===== src/rtl/ifetch_bridge_if.sv =====
// Fetch-side bundle between the core, the fetch bridge and the instruction memory port.
// The slave modport is the bridge's view; the master modport is the core/memory side.
interface ifetch_bridge_if #(
  parameter int XLEN        = 32,
  parameter int INSTR_WIDTH = 32
);
  logic [XLEN-1:0]        i_pc;
  logic                   i_flush;
  logic [INSTR_WIDTH-1:0] o_instr;
  logic                   o_ifValid;
  logic                   o_imemReq;
  logic [XLEN-1:0]        o_imemAddr;
  logic                   i_imemGnt;
  logic                   i_imemValid;
  logic [31:0]            i_imemData;

  modport slave (
    input  i_pc, i_flush, i_imemGnt, i_imemValid, i_imemData,
    output o_instr, o_ifValid, o_imemReq, o_imemAddr
  );

  modport master (
    output i_pc, i_flush, i_imemGnt, i_imemValid, i_imemData,
    input  o_instr, o_ifValid, o_imemReq, o_imemAddr
  );
endinterface


===== src/rtl/ifetch_bridge.sv =====
// Instruction-fetch bridge: 2-entry tagged buffer with a combinational hit path and a
// single-outstanding memory request that prefetches PC+4 while the current PC hits.
module ifetch_bridge #(
  parameter int                     XLEN        = 32,
  parameter int                     INSTR_WIDTH = 32,
  parameter logic [INSTR_WIDTH-1:0] NOP         = INSTR_WIDTH'(32'h13)
) (
  input  logic            i_clk,
  input  logic            i_rst_n,
  ifetch_bridge_if.slave  bus
);
  localparam int TW = XLEN - 2;

  typedef enum logic [1:0] {ST_IDLE, ST_REQ, ST_WAIT} state_t;

  state_t                 state_reg, state_next;
  logic [XLEN-1:0]        req_addr_reg, req_addr_next;
  logic                   discard_reg, discard_next;
  logic [1:0]             valid_reg;
  logic [TW-1:0]          tag_reg  [2];
  logic [INSTR_WIDTH-1:0] data_reg [2];

  logic [XLEN-1:0] pc_plus4;
  logic [XLEN-1:0] tgt_addr;
  logic [1:0]      hit_vec, tgt_vec, req_vec;
  logic            hit;
  logic            fetch_need;
  logic            keep_rsp;
  logic            victim;

  assign pc_plus4 = bus.i_pc + XLEN'(4);

  generate
    for (genvar gi = 0; gi < 2; gi++) begin : g_entry
      assign hit_vec[gi] = valid_reg[gi] && (tag_reg[gi] == bus.i_pc[XLEN-1:2]);
      assign tgt_vec[gi] = valid_reg[gi] && (tag_reg[gi] == tgt_addr[XLEN-1:2]);
      assign req_vec[gi] = valid_reg[gi] && (tag_reg[gi] == req_addr_reg[XLEN-1:2]);
    end
  endgenerate

  assign hit        = |hit_vec;
  assign tgt_addr   = hit ? pc_plus4 : bus.i_pc;
  assign fetch_need = ~|tgt_vec;

  // Keep/drop uses the PC of the response cycle, so a redirect that lands with the data wins.
  assign keep_rsp = (state_reg == ST_WAIT) && bus.i_imemValid && !discard_reg && !bus.i_flush &&
                    ((req_addr_reg == bus.i_pc) || (req_addr_reg == pc_plus4));

  always_comb begin
    victim = 1'b1;
    if (req_vec[0])                   victim = 1'b0;
    else if (req_vec[1])              victim = 1'b1;
    else if (!valid_reg[0])           victim = 1'b0;
    else if (!valid_reg[1])           victim = 1'b1;
    else if (hit_vec[1] && !hit_vec[0]) victim = 1'b0;
    else                              victim = 1'b1;
  end

  // FSM state register
  always_ff @(posedge i_clk) begin
    if (!i_rst_n) begin
      state_reg    <= ST_IDLE;
      req_addr_reg <= '0;
      discard_reg  <= 1'b0;
    end else begin
      state_reg    <= state_next;
      req_addr_reg <= req_addr_next;
      discard_reg  <= discard_next;
    end
  end

  // FSM next state
  always_comb begin
    state_next    = state_reg;
    req_addr_next = req_addr_reg;
    discard_next  = discard_reg;
    case (state_reg)
      ST_IDLE: begin
        if (fetch_need && !bus.i_flush) begin
          state_next    = ST_REQ;
          req_addr_next = tgt_addr;
        end
      end
      ST_REQ: begin
        if (bus.i_imemGnt) state_next = ST_WAIT;
        if (bus.i_flush)   discard_next = 1'b1;
      end
      ST_WAIT: begin
        if (bus.i_imemValid) begin
          state_next   = ST_IDLE;
          discard_next = 1'b0;
        end else if (bus.i_flush) begin
          discard_next = 1'b1;
        end
      end
      default: state_next = ST_IDLE;
    endcase
  end

  // FSM / hit-path outputs
  always_comb begin
    bus.o_imemReq  = (state_reg == ST_REQ);
    bus.o_imemAddr = (state_reg == ST_REQ) ? req_addr_reg : '0;
    bus.o_ifValid  = hit;
    if (hit_vec[0])      bus.o_instr = data_reg[0];
    else if (hit_vec[1]) bus.o_instr = data_reg[1];
    else                 bus.o_instr = NOP;
  end

  always_ff @(posedge i_clk) begin
    if (!i_rst_n) begin
      valid_reg <= 2'b00;
    end else begin
      if (keep_rsp) valid_reg[victim] <= 1'b1;
      if (bus.i_flush) valid_reg <= 2'b00;
    end
  end

  // Tag/data payload needs no reset; valid bits gate every use.
  always_ff @(posedge i_clk) begin
    if (keep_rsp) begin
      tag_reg[victim]  <= req_addr_reg[XLEN-1:2];
      data_reg[victim] <= bus.i_imemData[INSTR_WIDTH-1:0];
    end
  end
endmodule

===== src/flat_wrapper.sv =====
// flat-port wrapper written by rule: the top's interface ports become plain ports
module ifetch_bridge_flat 
#(
  parameter int                     XLEN        = 32,
  parameter int                     INSTR_WIDTH = 32,
  parameter logic [INSTR_WIDTH-1:0] NOP         = INSTR_WIDTH'(32'h13)
)
  (i_clk, i_rst_n, bus_i_pc, bus_i_flush, bus_i_imemGnt, bus_i_imemValid, bus_i_imemData, bus_o_instr, bus_o_ifValid, bus_o_imemReq, bus_o_imemAddr);
  ifetch_bridge_if #(.XLEN(XLEN), .INSTR_WIDTH(INSTR_WIDTH)) bus_i ();
  input  logic i_clk;
  input  logic i_rst_n;
  input wire logic [$bits(bus_i.i_pc)-1:0] bus_i_pc;
  input wire logic [$bits(bus_i.i_flush)-1:0] bus_i_flush;
  input wire logic [$bits(bus_i.i_imemGnt)-1:0] bus_i_imemGnt;
  input wire logic [$bits(bus_i.i_imemValid)-1:0] bus_i_imemValid;
  input wire logic [$bits(bus_i.i_imemData)-1:0] bus_i_imemData;
  output wire logic [$bits(bus_i.o_instr)-1:0] bus_o_instr;
  output wire logic [$bits(bus_i.o_ifValid)-1:0] bus_o_ifValid;
  output wire logic [$bits(bus_i.o_imemReq)-1:0] bus_o_imemReq;
  output wire logic [$bits(bus_i.o_imemAddr)-1:0] bus_o_imemAddr;
  assign bus_i.i_pc = bus_i_pc;
  assign bus_i.i_flush = bus_i_flush;
  assign bus_i.i_imemGnt = bus_i_imemGnt;
  assign bus_i.i_imemValid = bus_i_imemValid;
  assign bus_i.i_imemData = bus_i_imemData;
  assign bus_o_instr = bus_i.o_instr;
  assign bus_o_ifValid = bus_i.o_ifValid;
  assign bus_o_imemReq = bus_i.o_imemReq;
  assign bus_o_imemAddr = bus_i.o_imemAddr;
  ifetch_bridge #(.XLEN(XLEN), .INSTR_WIDTH(INSTR_WIDTH), .NOP(NOP)) u_core (.i_clk(i_clk), .i_rst_n(i_rst_n), .bus(bus_i));
endmodule

===== config.mk =====
export PLATFORM = sky130hd
export DESIGN_NAME = ifetch_bridge_flat
export DESIGN_NICKNAME = d
export VERILOG_FILES = /design/src/rtl/ifetch_bridge_if.sv /design/src/rtl/ifetch_bridge.sv /design/src/flat_wrapper.sv
export SDC_FILE = /design/constraint.sdc
export NUM_CORES = 1
export LEC_CHECK = 0
export BUFFER_PORTS_ARGS = -buffer_cell sky130_fd_sc_hd__buf_4
export CAP_MARGIN = 20
export CORE_ASPECT_RATIO = 1.25
export CORE_MARGIN = 5
export CORE_UTILIZATION = 60
export CTS_CLUSTER_DIAMETER = 60
export DETAILED_ROUTE_END_ITERATION = 10
export PLACE_DENSITY = 0.82
export SLEW_MARGIN = 30
export SYNTH_ARGS = -nofsm -noshare
export SYNTH_HDL_FRONTEND = slang
export SYNTH_SLANG_ARGS = --single-unit

===== constraint.sdc =====
create_clock -name i_clk -period 12.1 [get_ports i_clk]
set_clock_uncertainty 0.15 [all_clocks]
set_input_delay 1.21 -clock i_clk [delete_from_list [all_inputs] [get_ports i_clk]]
set_output_delay 1.21 -clock i_clk [all_outputs]
set_load 0.02 [all_outputs]

==> results.ini, run 1 <==
[logic_synthesis]
synth_top_area_share_pct = 34.6
avgSynthCellArea_sq_um = 9.51
yosysTopAreaCell = edfxtp_1
ys.flop_type = edfxtp_1
ys_top_cells_by_area = edfxtp_1 (35%), xnor2_1 (12%), dfxtp_1 (6.9%)
seq_area_frac_synth_pct = 41.5
ys_types = 74
synth.ff_latch_count = 161
synth_area_sq_mm = 0.0108
synth_nets = 1205
synth_cells = 1132
async_flop_share_pct = 0
synth_edf_count = 124
synth_warnings = 0

[final_layout]
largest_reg_flops = 64
nNetsFinal = 1292
fin_util_pct = 70.1
layout-drive-gt1-share_pct = 16.7
n_antenna_cell = 0
fillers = 1352
synthToLayoutAreaGrowth_pct = 14.4

[drt]
via_per_inst = 7.03
drc_errors = 2
detail-route-antenna-nets = 0
vias = 10241
firstDrtPassIters = 10
drt-initial-drc-count = 1783
wire_per_inst_microns = 30.8
routed_wl_microns = 44800

[grt]
grt_max_degree = 64
gr-usage-all-layers_pct = 42.9
met1_usage_pct = 52.1
met2_usage_pct = 62.9
met3_usage_pct = 12.6
grt_first_pass_wirelength_microns = 65000
grt-busiest-layer = met2
first_global_vias = 10049
antenna_found_initial = 0
grt_overflow = 0

[cts]
hold_buffers = 0
htree_levels = 4
cts_buffers = 17
post_cts_buffers = 0
clk_pin_slew_ns = 0.08
cts_root_buffer = clkbuf_16
clkSinkCount = 161
cts_tree = yes
cts_resized = 0
clockBufferDepth = 2
clkLatencyLatePin_ns = 0.45

[worst_hold_path]
hold_class = flip-flop to flip-flop
holdPathStages = 2
hold_start = u_core.req_addr_reg[1]
hold_path_end = u_core.req_addr_reg[1]

[die]
core.rowCount = 54
die-area_sq_mm = 0.0207
die_w_microns = 130
core_area_sq_mm = 0.0176
fp.dieH_microns = 160
ios = 135
start_util_pct = 61.3

[worst_setup_path]
reg2reg_from = u_core.tag_reg[1][1]
cp.required_ns = 12.30
criticalPathCategory = input pin to flip-flop
start_kind = input pin
cp_max_fo = 15
critical_path_arrival_ns = 6.95
reg2reg_to = u_core.req_addr_reg[15]
end_kind = flip-flop
rr_worst_depth = 12
r2r_slack_ns = 5.83

[outcome]
run_status = finished, violations left
violations = design-rule violations

[pwr]
p_leak_nw = 4.53
power.density_mw_per_mm2 = 118
ir_drop_mv = 0.0943

[sta]
hold_violations = 0
slew_headroom_pct = 34.2
worst_slew_pin_slew_ns = 0.963
finalMaxSlewViolations = 0
finalSetupViolCount = 0
setup_tns_ns = 0
fin_crit_ns = 6.75
fin_crit_sh_pct = 55.8
rsz0062_at_grt = no
fmax_mhz = 148

[job]
cap_violations = 0

[placement]
place_congestion = 1.28
dp_hpwl_microns = 32100
io_buffers = 134

layer usage:
| metal | share of wire [%] | up-vias |
|---|---|---|
| met2 | 43 | 978 |
| li1 | - | 4243 |
| met5 | 0 | - |
| met3 | 13 | 271 |
| met1 | 33 | 4749 |
| met4 | 10 | 0 |
synthesized netlist by cell type, drive strengths merged (2+ instances only):
cell type and count:
o211a 9, buf 44, a211oi 9, nand3b 6, mux2i 27, o21ai 26, and2 35, o22ai 12
xnor2 155, or2 3, nor2b 9, nor3 29, a221oi 5, o221a 2, or3 4, a21oi 37
clkbuf 35, o31a 2, nand2b 6, dfxtp 37, nor3b 6, nor2 49, nand4b 3, and4 6
edfxtp 124, nand3 47, o31ai 5, a22oi 7, and3 12, o2111ai 11, ha 4, o211ai 3
nand2 151, nor4 32, nand4 53, a311oi 2, a31oi 9, nor4b 2, or4 4, o32ai 3
a31o 2, o21a 3, inv 26, xor2 66
placed cells by master, fill, tap and decap left out, drive strengths merged, types with 11 or more instances in the layout:
cell     instances
dfxtp           37
mux2i           27
buf            147
inv             33
a21oi           37
edfxtp         124
nor3            29
o21ai           26
and3            12
clkbuf          18
nand2          151
xor2            66
nand3           47
o22ai           12
xnor2          155
nand4           53
o2111ai         11
and2            35
nor2            49
nor4            32
report_power, final:
group / total, mW / switching, mW / internal [mW] / leakage [nW]
clock network: 0.536 / 0.262 / 0.274 / 0.271
logic: 0.267 / 0.165 / 0.102 / 2.83
registers: 0.656 / 0.0425 / 0.613 / 1.43
total: 1.46 / 0.470 / 0.990 / 4.53
cell families after synthesis:
group                      count (synthesis)  synth area share [%]
buffers and inverters                    105                  4.85
xor gates and xnor gates                 221                  18.1
DFF                                      161                  41.5
AOI/OAI and AO/OA                        157                  10.3
muxes                                     27                  2.51
and+or+nand+nor                          457                  22.3
adders and majority gates                  4                 0.465
worst max-delay path, stage by stage:
cell and delay [ns]:
buf_4 0.19, xnor2_1 0.63, nand2_1 0.22, nor4_1 0.47, and4_1 0.77, nor2_2 0.30
inv_2 0.41, mux2i_1 0.35, o2111ai_1 0.24, nor4_1 0.38, nand4_1 0.52, o211ai_4 0.93
mux2i_1 0.30
worst max path at each step:
stage                                          to  slack (ns)         start
after global routing       u_core.req_addr_reg[6]        5.28  bus_i_pc[24]
after global placement     u_core.req_addr_reg[7]        5.09  bus_i_pc[21]
after floorplan             u_core.data_reg[0][0]        5.21   bus_i_pc[2]
final                     u_core.req_addr_reg[15]        5.35  bus_i_pc[24]
after detailed placement  u_core.req_addr_reg[19]        5.33  bus_i_pc[28]
after CTS                 u_core.req_addr_reg[19]        5.76  bus_i_pc[28]
cell type report:
| cell class | instances | area, sq um | share of cell area (%) |
|---|---|---|---|
| well taps | 224 | 280 | 2.28 |
| inverters | 26 | 97.6 | 0.792 |
| flip-flops and latches | 161 | 4460 | 36.2 |
| clock buffers | 18 | 429 | 3.48 |
| repair buffers | 147 | 1100 | 8.96 |
| multi-input cells | 866 | 5800 | 47.1 |
| clock inverters | 14 | 144 | 1.17 |
through the flow:
stage          power [mW]  std cells  hold slack [ns]  instance area, sq um  setup WS (ns)
2_1_floorplan       0.817       1132            0.274                 10800           5.21
3_3_place_gp        0.913       1424            0.320                 11700           5.09
3_5_place_dp        0.918       1424            0.337                 11700           5.33
4_1_cts              1.44       1456            0.348                 12300           5.76
5_1_grt              1.49       1456            0.381                 12300           5.28
6_report             1.46       1456            0.343                 12300           5.35
(Power assumes the default switching activity.)
==> inputs of run 2 (changes only) <==
--- a/config.mk
+++ b/config.mk
@@ -5,6 +5,7 @@
 export SDC_FILE = /design/constraint.sdc
 export NUM_CORES = 1
 export LEC_CHECK = 0
+export ABC_AREA = 1
 export BUFFER_PORTS_ARGS = -buffer_cell sky130_fd_sc_hd__buf_4
 export CAP_MARGIN = 20
 export CORE_ASPECT_RATIO = 1.25
==> constraint.sdc (replaced) <==
create_clock -name i_clk -period 6.8 [get_ports i_clk]
set_clock_uncertainty 0.15 [all_clocks]
set_input_delay 0.68 -clock i_clk [delete_from_list [all_inputs] [get_ports i_clk]]
set_output_delay 0.68 -clock i_clk [all_outputs]
set_load 0.02 [all_outputs]
==> run 2 against run 1 <==
- the flow still finishes with violations (design-rule violations)
- setup slack worse by 3.6 ns
- power rose by 78%
- core utilization fell by 0.80 points
- register-to-register slack lost 4.1 ns
- final cell count increased by 39%
- critical path depth increased by 6
- flip-flop and latch count stayed put
- largest cell class unchanged
==> results.ini, run 2 <==
[logic_synthesis]
ys_top_cells_by_area = edfxtp_1 (31%), nand2_1 (16%), inv_1 (7.2%)  ; was edfxtp_1 (35%), xnor2_1 (12%), dfxtp_1 (6.9%)
synth_area_sq_mm = 0.0118  ; was 0.0108 sq mm
yosysTopAreaCell = edfxtp_1  ; unchanged
synth.top_cells.by_count = nand2_1 (505), inv_1 (226), nor2_1 (164), edfxtp_1 (124), nand3_1 (110)  ; was xnor2_1 (153), nand2_1 (151), edfxtp_1 (124), xor2_1 (66), nand4_1 (50)
synth_nets = 1728  ; was 1205
async_flop_share_pct = 0  ; unchanged
yosysMostFrequentCell = nand2_1  ; was xnor2_1
synth_edf_count = 124  ; unchanged
ys.flop_type = edfxtp_1  ; unchanged
ys_types = 50  ; was 74
avgSynthCellArea_sq_um = 7.15  ; was 9.51 sq um
synth_cells = 1655  ; was 1132
seq_area_frac_synth_pct = 37.7  ; was 41.5%
synth_top_area_share_pct = 31.5  ; was 34.6%
synth_warnings = 0  ; unchanged
synth.ff_latch_count = 161  ; unchanged

[final_layout]
layout_commonest_cell = nand2_1  ; was xnor2_1
synthToLayoutAreaGrowth_pct = 13.6  ; was 14.4%
n_antenna_cell = 0  ; unchanged
layout-drive-gt1-share_pct = 15.3  ; was 16.7%
postLayoutCellArea_sq_mm = 0.0134  ; was 0.0123 sq mm
most-common-layout-cells = nand2_1 (505), inv_1 (224), nor2_1 (164), buf_4 (141), edfxtp_1 (124)  ; was xnor2_1 (153), nand2_1 (151), buf_4 (147), edfxtp_1 (124), xor2_1 (66)
nNetsFinal = 1823  ; was 1292
largest_reg_flops = 64  ; unchanged

[cts]
hold_buffers = 0  ; unchanged
clkSinkCount = 161  ; unchanged
clk_pin_slew_ns = 0.08  ; about the same
cts_root_buffer = clkbuf_16  ; unchanged
post_cts_buffers = 0  ; unchanged
clockBufferDepth = 2  ; unchanged
htree_levels = 4  ; unchanged
cts_tree = yes  ; unchanged
cts_buffers = 17  ; unchanged
clkLatencyLatePin_ns = 0.45  ; about the same
cts_resized = 0  ; unchanged

[sta]
setup_tns_ns = 0  ; unchanged
whs_ns = 0.264  ; was 0.343 ns
slew_headroom_pct = 39.1  ; was 34.2%
rsz0062_at_grt = no  ; unchanged
hold_violations = 0  ; unchanged
fin_crit_ns = 5.04
finalSetupViolCount = 0  ; unchanged
finalMaxSlewViolations = 0  ; unchanged
fmax_mhz = 199
fin_crit_sh_pct = 74.0
worst_slew_pin_slew_ns = 0.907  ; was 0.963 ns

[drt]
detail-route-antenna-nets = 0  ; unchanged
vias = 12304  ; was 10241
routed_wl_microns = 48500  ; was 44800 microns
wire_per_inst_microns = 23.9  ; was 30.8 microns
firstDrtPassIters = 10  ; unchanged
via_per_inst = 6.07  ; was 7.03
drt-initial-drc-count = 2134  ; was 1783
drc_errors = 2  ; unchanged

[die]
die-area_sq_mm = 0.0226  ; was 0.0207 sq mm
die_w_microns = 136  ; was 130 microns
fp.dieH_microns = 167  ; was 160 microns
core.rowCount = 57  ; was 54
ios = 135  ; unchanged
core_area_sq_mm = 0.0194  ; was 0.0176 sq mm
start_util_pct = 61.0  ; was 61.3%

[grt]
gr-usage-all-layers_pct = 42.4  ; was 42.9%
antenna_found_initial = 0  ; unchanged
grt_overflow = 0  ; unchanged
grt_max_degree = 47  ; was 64
first_global_vias = 11675  ; was 10049
grt_first_pass_wirelength_microns = 71200  ; was 65000 microns

[placement]
dp_hpwl_microns = 36800  ; was 32100 microns
placed_area_sq_mm = 0.0129  ; was 0.0117 sq mm
place_congestion = 1.17  ; was 1.28
io_buffers = 134  ; unchanged

[job]
cap_violations = 0  ; unchanged

[worst_setup_path]
rr_worst_depth = 16  ; was 12
end_kind = flip-flop  ; unchanged
critical_path_arrival_ns = 5.20  ; was 6.95 ns
r2r_slack_ns = 1.78  ; was 5.83 ns
setup.worst_path.end = u_core.req_addr_reg[15]  ; unchanged
reg2reg_from = u_core.tag_reg[0][0]  ; was u_core.tag_reg[1][1]
cp_max_fo = 32  ; was 15
start_kind = input pin  ; unchanged
critPathLaunch = bus_i_pc[26]  ; was bus_i_pc[24]
criticalPathCategory = input pin to flip-flop  ; unchanged
reg2reg_to = u_core.req_addr_reg[15]  ; unchanged
cp.required_ns = 6.97  ; was 12.30 ns

[pwr]
ir_drop_mv = 0.166  ; was 0.0943 mV
power.density_mw_per_mm2 = 193  ; was 118 mW/mm^2
p_leak_nw = 6.32  ; was 4.53 nW
finalPower_mw = 2.60  ; was 1.46 mW

[outcome]
run_status = finished, violations left  ; unchanged
violations = design-rule violations  ; unchanged

[worst_hold_path]
hold_class = input pin to flip-flop  ; was flip-flop to flip-flop
holdPathStages = 1  ; was 2

-- run 2: cell count changes in the layout (fill, tap and decap cells not counted), sizes merged, moves of 12 or more --
| cell | previous run | this run |
|---|---|---|
| nand2 | 151 | 536 |
| nor4 | 32 | 13 |
| and3 | 12 | 0 |
| inv | 33 | 252 |
| mux2i | 27 | 0 |
| xnor2 | 155 | 50 |
| a21oi | 37 | 22 |
| o21ai | 26 | 66 |
| nand4 | 53 | 31 |
| o22ai | 12 | 27 |
| nor2 | 49 | 175 |
| and2 | 35 | 14 |
| nand3 | 47 | 119 |
-- run 2: critical path: stages --
cell     delay, ns
buf_4         0.17
inv_1         0.21
nand2_1       0.17
nand2_1       0.12
nand2_1       0.06
nor2_1        0.35
nand2_1       0.11
nor2_2        0.16
nand2_2       0.19
nand2_4       0.39
inv_1         0.27
o21ai_0       0.25
nand2_1       0.18
xor2_1        0.40
nor2_1        0.12
nand3_2       0.13
nand4_4       0.50
o21ai_0       0.65
nor2_1        0.07
-- run 2: cells by family (layout without fill, tap and decap cells) --
group                    count (synthesis)  in the layout  share of synthesized area, %
AO/OA/AOI/OAI                          129            129                          6.19
XOR/XNOR                               124            124                          9.88
adder cells (fa/ha/maj)                  4              4                         0.423
buffers and inverters                  313            421                          11.3
flip-flops                             161            161                          37.7
AND/OR/NAND/NOR                        924            924                          34.5
-- run 2: layout make-up --
| class | instances | area [sq um] |
|---|---|---|
| timing repair buffer | 142 | 1090 |
| fill | 1639 | 5950 |
| clock buffer | 18 | 439 |
| inverter | 247 | 930 |
| multi-input combinational | 1181 | 6040 |
| clock inverter | 14 | 156 |
| sequential | 161 | 4460 |
| tap | 265 | 332 |
-- run 2: power by group --
group / switching (mW) / internal, mW
logic: 0.296 / 0.155
registers: 0.0563 / 1.08
clock network: 0.501 / 0.505
total: 0.853 / 1.74
-- run 2: worst min path at each step --
stage,from,end
floorplan,u_core.req_addr_reg[30],u_core.tag_reg[0][28]
global placement,u_core.state_reg[1],u_core.state_reg[1]
global route,bus_i_imemData[3],u_core.data_reg[1][3]
CTS,bus_i_imemData[5],u_core.data_reg[0][5]
detailed placement,u_core.state_reg[0],u_core.state_reg[0]
finish,bus_i_imemData[5],u_core.data_reg[0][5]
-- run 2: per-layer routing --
metal	track usage [%]	wire (microns)	vias up	share of wire, %
li1	-	-	5434	-
met1	52.3	16500	5502	34
met2	65.6	21400	1078	44
met3	10.0	6290	290	13
met4	28.4	4290	0	8.8
met5	0	0	-	0
-- run 2: metrics by stage --
step	cells	worst slack, ns	util (%)
after global placement	1995	1.68	66.1
final	2028	1.76	69.3
after CTS	2028	2.11	69.3
after floorplan	1655	2.33	-
after detailed placement	1996	1.78	66.2
after global routing	2028	1.64	69.3
